$ cat src/rtl/input_conditioner.sv
// Purpose : synchronise and debounce a raw asynchronous level into x1, with
//           one-cycle rise/fall pulses for the downstream FSM.
// Latency : din held from edge N gives x1 updated after edge N+2+DEBOUNCE_CYCLES.
// Backpressure: none; free-running single-bit conditioner, no handshake.
// Ports   : clk, reset (sync, active-high), din (raw async input),
//           x1 (debounced registered level), x1_rise / x1_fall (one-cycle pulses),
//           glitch_cnt (rejected transitions, saturating) -- only with
//           INPUT_CONDITIONER_GLITCH_CNT_EN defined.
// Optional: define INPUT_CONDITIONER_GLITCH_CNT_EN to build the glitch counter.
module input_conditioner #(
    parameter int DEBOUNCE_CYCLES = 16,
    parameter int CNT_W           = 5,
    parameter int GLITCH_W        = 8
) (
    input  logic clk,
    input  logic reset,
    input  logic din,
    output logic x1,
    output logic x1_rise,
    output logic x1_fall
`ifdef INPUT_CONDITIONER_GLITCH_CNT_EN
    ,
    output logic [GLITCH_W-1:0] glitch_cnt
`endif
);

    // Reject parameter sets the counter cannot represent.
    if (DEBOUNCE_CYCLES < 1 || DEBOUNCE_CYCLES > (2 ** CNT_W)) begin : g_bad_debounce
        $error("input_conditioner: DEBOUNCE_CYCLES out of range for CNT_W");
    end
    if (GLITCH_W < 1) begin : g_bad_glitch_w
        $error("input_conditioner: GLITCH_W must be at least 1");
    end

    typedef enum logic [1:0] {
        ST_LOW,
        ST_RISE_WAIT,
        ST_HIGH,
        ST_FALL_WAIT
    } state_t;

    localparam logic [CNT_W-1:0] CNT_LAST = CNT_W'(DEBOUNCE_CYCLES - 1);

    logic            s1_q, s1_d;
    logic            s2_q, s2_d;
    state_t          state_q, state_d;
    logic [CNT_W-1:0] cnt_q, cnt_d;
    logic            x1_q, x1_d;
    logic            x1_rise_q, x1_rise_d;
    logic            x1_fall_q, x1_fall_d;

    always_comb begin
        s1_d      = din;
        s2_d      = s1_q;
        state_d   = state_q;
        cnt_d     = cnt_q;
        x1_rise_d = 1'b0;
        x1_fall_d = 1'b0;
        case (state_q)
            ST_LOW: begin
                if (s2_q) begin
                    state_d = ST_RISE_WAIT;
                    cnt_d   = '0;
                end
            end
            ST_RISE_WAIT: begin
                if (!s2_q) begin
                    state_d = ST_LOW;
                    cnt_d   = '0;
                end else if (cnt_q == CNT_LAST) begin
                    state_d   = ST_HIGH;
                    cnt_d     = '0;
                    x1_rise_d = 1'b1;
                end else begin
                    cnt_d = cnt_q + 1'b1;
                end
            end
            ST_HIGH: begin
                if (!s2_q) begin
                    state_d = ST_FALL_WAIT;
                    cnt_d   = '0;
                end
            end
            ST_FALL_WAIT: begin
                if (s2_q) begin
                    state_d = ST_HIGH;
                    cnt_d   = '0;
                end else if (cnt_q == CNT_LAST) begin
                    state_d   = ST_LOW;
                    cnt_d     = '0;
                    x1_fall_d = 1'b1;
                end else begin
                    cnt_d = cnt_q + 1'b1;
                end
            end
            default: begin
                state_d = ST_LOW;
                cnt_d   = '0;
            end
        endcase
        // x1 is a decode of the next state so it is a flop output aligned with
        // the state register, not a combinational function of din.
        x1_d = (state_d == ST_HIGH) || (state_d == ST_FALL_WAIT);
    end

    always_ff @(posedge clk) begin
        if (reset) begin
            s1_q      <= 1'b0;
            s2_q      <= 1'b0;
            state_q   <= ST_LOW;
            cnt_q     <= '0;
            x1_q      <= 1'b0;
            x1_rise_q <= 1'b0;
            x1_fall_q <= 1'b0;
        end else begin
            s1_q      <= s1_d;
            s2_q      <= s2_d;
            state_q   <= state_d;
            cnt_q     <= cnt_d;
            x1_q      <= x1_d;
            x1_rise_q <= x1_rise_d;
            x1_fall_q <= x1_fall_d;
        end
    end

    assign x1      = x1_q;
    assign x1_rise = x1_rise_q;
    assign x1_fall = x1_fall_q;

`ifdef INPUT_CONDITIONER_GLITCH_CNT_EN
    logic                glitch;
    logic [GLITCH_W-1:0] glitch_cnt_q, glitch_cnt_d;

    // A glitch is a wait state abandoned because s2 returned to the old level.
    always_comb begin
        glitch       = ((state_q == ST_RISE_WAIT) && !s2_q) ||
                       ((state_q == ST_FALL_WAIT) &&  s2_q);
        glitch_cnt_d = glitch_cnt_q;
        if (glitch && (glitch_cnt_q != {GLITCH_W{1'b1}})) begin
            glitch_cnt_d = glitch_cnt_q + 1'b1;
        end
    end

    always_ff @(posedge clk) begin
        if (reset) begin
            glitch_cnt_q <= '0;
        end else begin
            glitch_cnt_q <= glitch_cnt_d;
        end
    end

    assign glitch_cnt = glitch_cnt_q;
`endif

endmodule

$ cat config.mk
export PLATFORM = sky130hd
export DESIGN_NAME = input_conditioner
export DESIGN_NICKNAME = d
export VERILOG_FILES = /design/src/rtl/input_conditioner.sv
export SDC_FILE = /design/constraint.sdc
export NUM_CORES = 1
export LEC_CHECK = 0
export ABC_AREA = 1
export CAP_MARGIN = 30
export CORE_AREA = 2 2 39 41
export DETAILED_ROUTE_END_ITERATION = 7
export DIE_AREA = 0 0 41 43
export PLACE_DENSITY = 0.58
export SETUP_SLACK_MARGIN = 0.3
export SKIP_LAST_GASP = 1
export SYNTH_ARGS = -nofsm -noshare
export SYNTH_HDL_FRONTEND = slang
export SYNTH_SLANG_ARGS = --single-unit
$ cat constraint.sdc
create_clock -name clk -period 1.3 [get_ports clk]
set_input_delay 0.26 -clock clk [delete_from_list [all_inputs] [get_ports clk]]
set_output_delay 0.26 -clock clk [all_outputs]
set_load 0.01 [all_outputs]
### Word level (Yosys, flattened, before mapping)

Index checks and enable logic that the tools add are counted.
W data, S select, Z words.

| cells by class | value |
|---|---|
| add/sub/neg operators | 1 |
| $mul | 0 |
| divide/modulo/power cells | 0 |
| $lt $le $gt $ge | 0 |
| equality and inequality tests | 8 |
| shifts and indexed selects | 0 |
| mux-type cells | 14 |
| bitwise operators | 3 |
| reduce and logical (&&, ||, !) cells | 5 |

Operator list:

| kind | count |
|---|---|
| $mux W5 | 5 |
| $pmux W5 S4 | 1 |
| $mux W2 | 6 |
| $eq A2 B2 Y1 const B | 4 |
| $pmux W2 S4 | 1 |
| $reduce_or A3 Y1 | 2 |
| $add A5 B1 Y5 const B | 1 |
| $eq A5 B4 Y1 const B | 1 |
| $ne A2 B2 Y1 const B | 2 |
| $not A1 Y1 | 3 |
| $eq A2 B1 Y1 const B | 1 |
| $logic_not A2 Y1 | 1 |
| $reduce_and A2 Y1 | 1 |
| $logic_or A1 B1 Y1 | 1 |
| $mux W1 | 1 |

| storage, ports and cells | value |
|---|---|
| register bits after elaboration | 12 |
| latch bits | 0 |
| memory bits (writable) | 0 |
| bits in read-only memories | 0 |
| bits of input ports | 3 |
| output and inout port bits | 3 |
| logic and storage cells | 38 |
| memories kept | 0 |

### Depth between registers and ports, before layout

Gate-level depths: netlist of the first run.

| logic depth | value |
|---|---|
| depth after elaboration | 6 |
| gate-level depth with buffers | 7 |

### Worst setup path after synthesis of the first run

No wires, ideal clock.

| path | value |
|---|---|
| kind | register to register |
| start point | register cnt_q[0] |
| end point | register state_q[1] |
| library setup time | 0.117 ns |
| arrival | 1.050 ns |
| required time | 1.183 ns |
| path slack | 0.133 ns |
| stages on the path, launching flop included | 7 |
| buffers on the path | 0 |
| path through | dfxtp_1 > ha_1 > nand3_2 > nor2_2 > nand2_2 > o21ai_1 > nor2_1 |

| between the ends | value |
|---|---|
| cells in the longest elaborated chain, start to end | 4 |
| elaborated cells between the ends (all ways) | 6 |

Ends and longest elaborated chain:

| item | line | text |
|---|---|---|
| from (decl) | 47 | `logic [CNT_W-1:0] cnt_q, cnt_d;` |
| from (signal assigned) | 119 | `cnt_q <= cnt_d;` |
| $eq A5 B4 Y1 * | 70, 88 |  |
| $mux W2 (on tied branches) | 88, 70 |  |
| $mux W2 (on tied branches) | 85, 67 |  |
| $pmux W2 S4 * | 59 | `case (state_q)` |
| to (signal assigned) | 118 | `state_q <= state_d;` |
| to (decl) | 46 | `state_t state_q, state_d;` |

Mark *: on every way between the ends. The rest lies on a longest branch, timed or not.
A chain may end at the register's enable or synchronous reset.

### Final worst setup path of the first run

| path | value |
|---|---|
| start point | register cnt_q[1] |
| end point | register state_q[1] |

Same word-level chain as after synthesis.

==> metrics.md, run 1 <==
| Metric | Value |
|---|---|
| Status | finished, final reports clean |
| Clock power frac | 0.422 |
| Vias/cell | 4.55 |
| Worst slew pin tran | 246 ps |
| Setup crit start kind | register |
| Core Area | 0.00138 mm2 |
| Crit path max fanout | 4 |
| CP max stage delay | about 360 ps |
| Area growth from synthesis to layout | 48.5% |
| FMAX | between 0.9 and 1 GHz |
| Hpwl dp | 633 um |
| Setup TNS Final | 0 ps |
| VDD IR max | ~0.52 mV |
| Worst-skew pair later-pin latency | 270 ps |
| Number of I/O port buffers | 5 |
| Sw power | 151 uW |
| Finished Cell Area | ~720 um2 |
| EDFF count, synth | 0 |
| Total CTS buffers | 3 |
| Post-route minimum period | approximately 1100 ps |
| Drt drc | 0 |
| Ratio of cells with drive above 1 in the final layout | 0.456 |
| Cells along the critical path | ha_4 > nand3_4 > nor2_4 > nand2_4 > o21ai_4 > nor2_1 |
| Die width | 41 um |
| PD cells | 979 mW/mm2 |
| CTS tree | yes |
| Crit path kind | reg2reg |
| Post-route setup slack | 193 ps |
| Register clock-pin slew on the reported worst setup and hold paths | 80 ps |
| Ranking of synthesized cells by area | dfxtp_1, nand2_1, nor2_1 |
| Via count | about 430 |
| Commonest cells post-synth | dfxtp_1, nand2_1, nor2_1, inv_1, a21oi_1 |
| Gpl congestion | 0.719 |
| WP data arrival | 1280 ps |
| Pins Over Slew Limit | 0 |
| CTS Root Cell | clkbuf_4 |
| Most used DFF post-synth | dfxtp_1 |
| Register area share after synthesis | 0.495 |
| Setup Skew | 3.74 ps |
| DP Area | 602 um2 |
| Clock Sinks | 12 |
| Drt initial violations | 8 |
| DR pass1 iterations | 2 |
| Slowest stage cell, crit path | dfxtp_4 |
| Wire per inst | between 10 and 15 um |
| Die Footprint | 0.00176 mm2 |
| Part of the power in combinational logic | 0.051 |
| Number of global-route vias before repair | 411 |
| Fill count | ~130 |
| Clk buf depth | 2 |
| Ys async rst share | 0 |
| Area leader, netlist | dfxtp_1 |
| Hold Path Class | reg2reg |
| Share of the synthesized area in the top cell type | 0.495 |
| Pwr Total | 705 uW |
| Pre-CTS setup slack | 135 ps |
| Congestion Overflow GR | 0 |
| # rows | 14 |
| Syn Nets | 66 |
| Slew HR | 0.836 |
| Post-synthesis cell count | 62 |
| Post-synthesis register bit count | 12 |
| CP Capture Type | register |
| RSZ-0062 raised after global routing | true |
| Cell type group with the largest total delay on the critical path | flip-flops |
| Initial core utilization | 0.351 |
| Seq pwr share | 0.526 |
| Pin count of the biggest net entering global routing | 8 |
| Mapped Avg Cell Area | 7.83 um2 |
| Net count, final | between 80 and 90 |
| Die height | about 43 um |
| First-pass GRT wire length | between 1500 and 2000 um |
| Buf/Inv on CP | 0 |
| GRT Total Usage | 0.148 |
| Pleak | about 0.00031 uW |
| Worst Path Required | ~1500 ps |
| WL final | between 1000 and 1500 um |
| Cell with the most instances after synthesis | dfxtp_1 |
| Htree depth | 1 |
| Yosys cell types | 16 |
| MaxCap Viol Count | 0 |
| Antenna Nets Post-Route | 0 |
| Initial antenna violation count | 0 |
| Internal | 554 uW |
| Final hold vios | 0 |
| Finish-stage setup viols | 0 |
| Number of diodes | 0 |
| Synth warnings | 0 |
| I/O pin cnt | 6 |
| Tcrit/Tclk final | 0.852 |
| Mapped Area | 485 um2 |
| Sw frac | 0.214 |
-- cell type report --
class	instances	area, um2	area share
Sequential cell	12	254	0.352
Clock buffer	4	36.3	0.0503
Multi-Input combinational cell	40	275	0.382
Inverter	10	40.0	0.0556
Timing Repair Buffer	13	95.1	0.132
Tap cell	16	20.0	0.0278
-- power by group through the flow --
stage	clock network [uW]	logic, uW	registers, uW
2_1_floorplan	0	14.1	383
3_3_place_gp	0	27.5	383
3_5_place_dp	0	27.8	384
4_1_cts	304	28.8	371
5_1_grt	326	40.3	372
6_report	298	36.3	371
-- metrics by stage --
step	util	instances	hold slack, ps
2_1_floorplan	-	62	322
3_3_place_gp	0.435	85	400
3_5_place_dp	0.435	85	401
4_1_cts	0.486	93	414
5_1_grt	0.521	95	446
6_report	0.521	95	402
-- state kept, by name, summed over array words and instances (netlist names) --
register,count
x1_rise,1
x1,1
x1_fall,1
s2_q,1
s1_q,1
cnt_q,5
state_q,2
-- per-layer routing --
| layer | global-route usage | share of wire | vias up |
|---|---|---|---|
| met2 | 0.203 | 0.50 | 8 |
| met3 | 0.0471 | 0.023 | 3 |
| met4 | 0.100 | 0.021 | 0 |
| li1 | - | - | 230 |
| met1 | 0.189 | 0.45 | 191 |
| met5 | 0 | 0 | - |
-- logic make-up after synthesis --
group,after synthesis,share of synthesized area
adder cells (fa/ha/maj),1,0.0258
flip-flops,12,0.495
AND/OR/NAND/NOR,31,0.312
buffers and inverters,10,0.0773
AO/OA/AOI/OAI,8,0.0902
-- tightest hold or removal path, cell delays in order, from the launching register on --
cell     delay, ps
dfxtp_1        300
inv_1           40
nor2_1          30
-- worst paths after layout --
kind | from | slack, ps | end | cells after the start
worst max register to register | cnt_q[1]$_SDFFE_PP0P_ | 190 | state_q[1]$_SDFF_PP0_ | 6
worst min register to register | s1_q$_SDFF_PP0_ | 400 | s2_q$_SDFF_PP0_ | 2
worst min-delay path | s1_q$_SDFF_PP0_ | 400 | s2_q$_SDFF_PP0_ | 2
worst max-delay path | cnt_q[1]$_SDFFE_PP0P_ | 190 | state_q[1]$_SDFF_PP0_ | 6
-- layout by cell type, fill, tap and decap left out, drive strengths merged --
| cell type | instances |
|---|---|
| clkbuf | 4 |
| a21oi | 5 |
| nor4 | 2 |
| inv | 10 |
| nand3 | 4 |
| nor2 | 11 |
| ha | 1 |
| o21ai | 3 |
| dfxtp | 12 |
| clkdlybuf4s50 | 2 |
| nand2 | 13 |
| nand4 | 1 |
| buf | 11 |
-- repair_timing --
action | 4_1_cts | 5_1_grt
hold buffers | 0 | 0
setup buffers | 4 | 2
pin swaps | 0 | 3
resized for setup | 13 | 15
endpoints found under the setup margin | 13 | 12
cloned | 0 | 0
Power figures use the tool's default switching activity.
==> run 2: changes to the inputs <==
--- a/config.mk
+++ b/config.mk
@@ -10,7 +10,7 @@
 export CORE_AREA = 2 2 39 41
 export DETAILED_ROUTE_END_ITERATION = 7
 export DIE_AREA = 0 0 41 43
-export PLACE_DENSITY = 0.58
+export PLACE_DENSITY = 0.66
 export SETUP_SLACK_MARGIN = 0.3
 export SKIP_LAST_GASP = 1
 export SYNTH_ARGS = -nofsm -noshare
==> run 2 against run 1 <==
Die area stayed put. Largest cell class unchanged. Critical path depth is 1 higher. Highest routed layer unchanged. Final area is 5.7% lower. Maximum frequency is 4.4% lower. Cell count is 5.3% lower. First-iteration DRC count is 63% lower. Clock power is 29% lower. Count of clock-buffer cells in the layout is 1 lower. Sequential share of layout area is 2.3 points higher. Global-route usage is 1.4 points lower.
==> metrics.md, run 2 (synthesis gave the netlist of run 1 again) <==
| Metric | Value |
|---|---|
| Status | finished, final reports clean |
| Post-route setup slack | around 140 ps |
| Clk buf depth | 2 |
| Finish-stage setup viols | 0 |
| Wire per inst | 10.4 um |
| MaxCap Viol Count | 0 |
| Beginning of the critical path | cnt_q[0]$_SDFFE_PP0P_ |
| Commonest non-fill, non-tap cells in the layout | nand2_1, nor2_1, inv_1, dfxtp_1 |
| Gpl congestion | 0.780 |
| Htree depth | 1 |
| VDD IR max | 0.581 mV |
| Post-route minimum period | 1160 ps |
| Die width | 41 um |
| I/O pin cnt | 6 |
| PD cells | 896 mW/mm2 |
| Core Area | 0.00138 mm2 |
| Crit path max fanout | 5 |
| Setup Skew | approximately 5.3 ps |
| Hold Path Class | reg2reg |
| Antenna Nets Post-Route | 0 |
| Part of the power in combinational logic | 0.046 |
| Register-to-Register Path Depth | 7 |
| Number of I/O port buffers | 5 |
| Pwr Total | 609 uW |
| Initial antenna violation count | 0 |
| Hpwl dp | 609 um |
| DR pass1 iterations | 2 |
| Clock power frac | 0.349 |
| Top reg by flops | cnt_q |
| FMAX | around 0.86 GHz |
| Pin count of the biggest net entering global routing | 8 |
| Worst setup path end | cnt_q[1]$_SDFFE_PP0P_ |
| Reg2Reg Launch Point | cnt_q[0]$_SDFFE_PP0P_ |
| Seq pwr share | 0.605 |
| Number of global-route vias before repair | 370 |
| Sw power | ~130 uW |
| Pre-CTS setup slack | 26.5 ps |
| Setup crit start kind | register |
| CTS tree | yes |
| Worst Path Required | 1500 ps |
| Worst-skew pair later-pin latency | 260 ps |
| R2r setup slk | 140 ps |
| Internal | between 400 and 500 uW |
| Pleak | around 0.00028 uW |
| Fill count | between 100 and 150 |
| Total CTS buffers | 3 |
| Setup TNS Final | 0 ps |
| Via count | around 400 |
| Area growth from synthesis to layout | 39.9% |
| Final hold vios | 0 |
| CTS Root Cell | clkbuf_4 |
| Die height | 43 um |
| Worst slew pin tran | 315 ps |
| Number of diodes | 0 |
| Ratio of cells with drive above 1 in the final layout | 0.432 |
| RSZ-0062 raised after global routing | true |
| Vias/cell | 4.43 |
| Die Footprint | roughly 0.0018 mm2 |
| Drt drc | 0 |
| Crit path kind | reg2reg |
| Drt initial violations | 3 |
| Register clock-pin slew on the reported worst setup and hold paths | 70 ps |
| Final non-filler cell total | 90 |
| Pins Over Slew Limit | 0 |
| Clock Sinks | 12 |
| WL final | 937 um |
| Congestion Overflow GR | 0 |
| Min-Delay Path Depth | 2 |
| Max reg flops | 5 |
| # rows | 14 |
| R2r endpoint | cnt_q[1]$_SDFFE_PP0P_ |
| GRT Total Usage | 0.133 |
| CP Capture Type | register |
| WP data arrival | 1350 ps |
| Sw frac | 0.208 |
| Hold Buf Count CTS | 0 |
| First-pass GRT wire length | 1550 um |
| Initial core utilization | 0.351 |
| Dpl cells | between 80 and 90 |
| Regs by FF count | cnt_q x5, state_q x2 |
| Tcrit/Tclk final | 0.892 |
| Slew HR | 0.790 |
| Net count, final | 80 |
[run 2: per-stage QoR]
stage	hold slack [ps]	utilization	area [um2]
after floorplan	322	-	517
after global placement	398	0.429	594
after CTS	412	0.453	627
after detailed placement	402	0.429	594
after global routing	419	0.491	679
final	401	0.491	679
[run 2: critical path: stages (launching register included)]
cell and delay (ps):
dfxtp_4 360, ha_4 170, nand3_4 90, nor2_4 40
buf_4 140, nor2_4 100, nand2_2 60, a21oi_2 120
[run 2: worst min path at each step]
stage | start | to | slack (ps)
2_1_floorplan | reset | cnt_q[1]$_SDFFE_PP0P_ | 320
3_3_place_gp | s1_q$_SDFF_PP0_ | s2_q$_SDFF_PP0_ | 400
3_5_place_dp | s1_q$_SDFF_PP0_ | s2_q$_SDFF_PP0_ | 400
4_1_cts | s1_q$_SDFF_PP0_ | s2_q$_SDFF_PP0_ | 410
5_1_grt | s1_q$_SDFF_PP0_ | s2_q$_SDFF_PP0_ | 420
6_report | s1_q$_SDFF_PP0_ | s2_q$_SDFF_PP0_ | 400
[run 2: cell type report]
cell class,instances,area [um2],area share
clock buffers,3,22.5,0.0331
inverters,10,37.5,0.0552
multi-input cells,40,280,0.413
flip-flops and latches,12,255,0.376
well taps,16,20.0,0.0295
repair buffers,9,63.8,0.0939
[run 2: what timing repair did]
item,in CTS,in global routing
setup endpoints to repair,12,11
resized for setup,15,12
pin swaps,0,3
endpoints found under the hold margin,0,0
buffers inserted,0,3
[run 2: power by group through the flow]
stage                     Combinational (uW)  Sequential, uW  Clock [uW]
final                                   27.7             369         213
after floorplan                         14.1             383           0
after global placement                  24.5             383           0
after detailed placement                24.8             383           0
after global routing                    31.3             369         239
after CTS                               24.7             371         221
[run 2: per-layer routing]
metal,up-vias,part of all wire,GRT usage
met5,-,0,0
li1,222,-,-
met1,170,0.43,0.171
met2,5,0.53,0.184
met3,2,0.023,0.0471
met4,0,0.013,0.0800
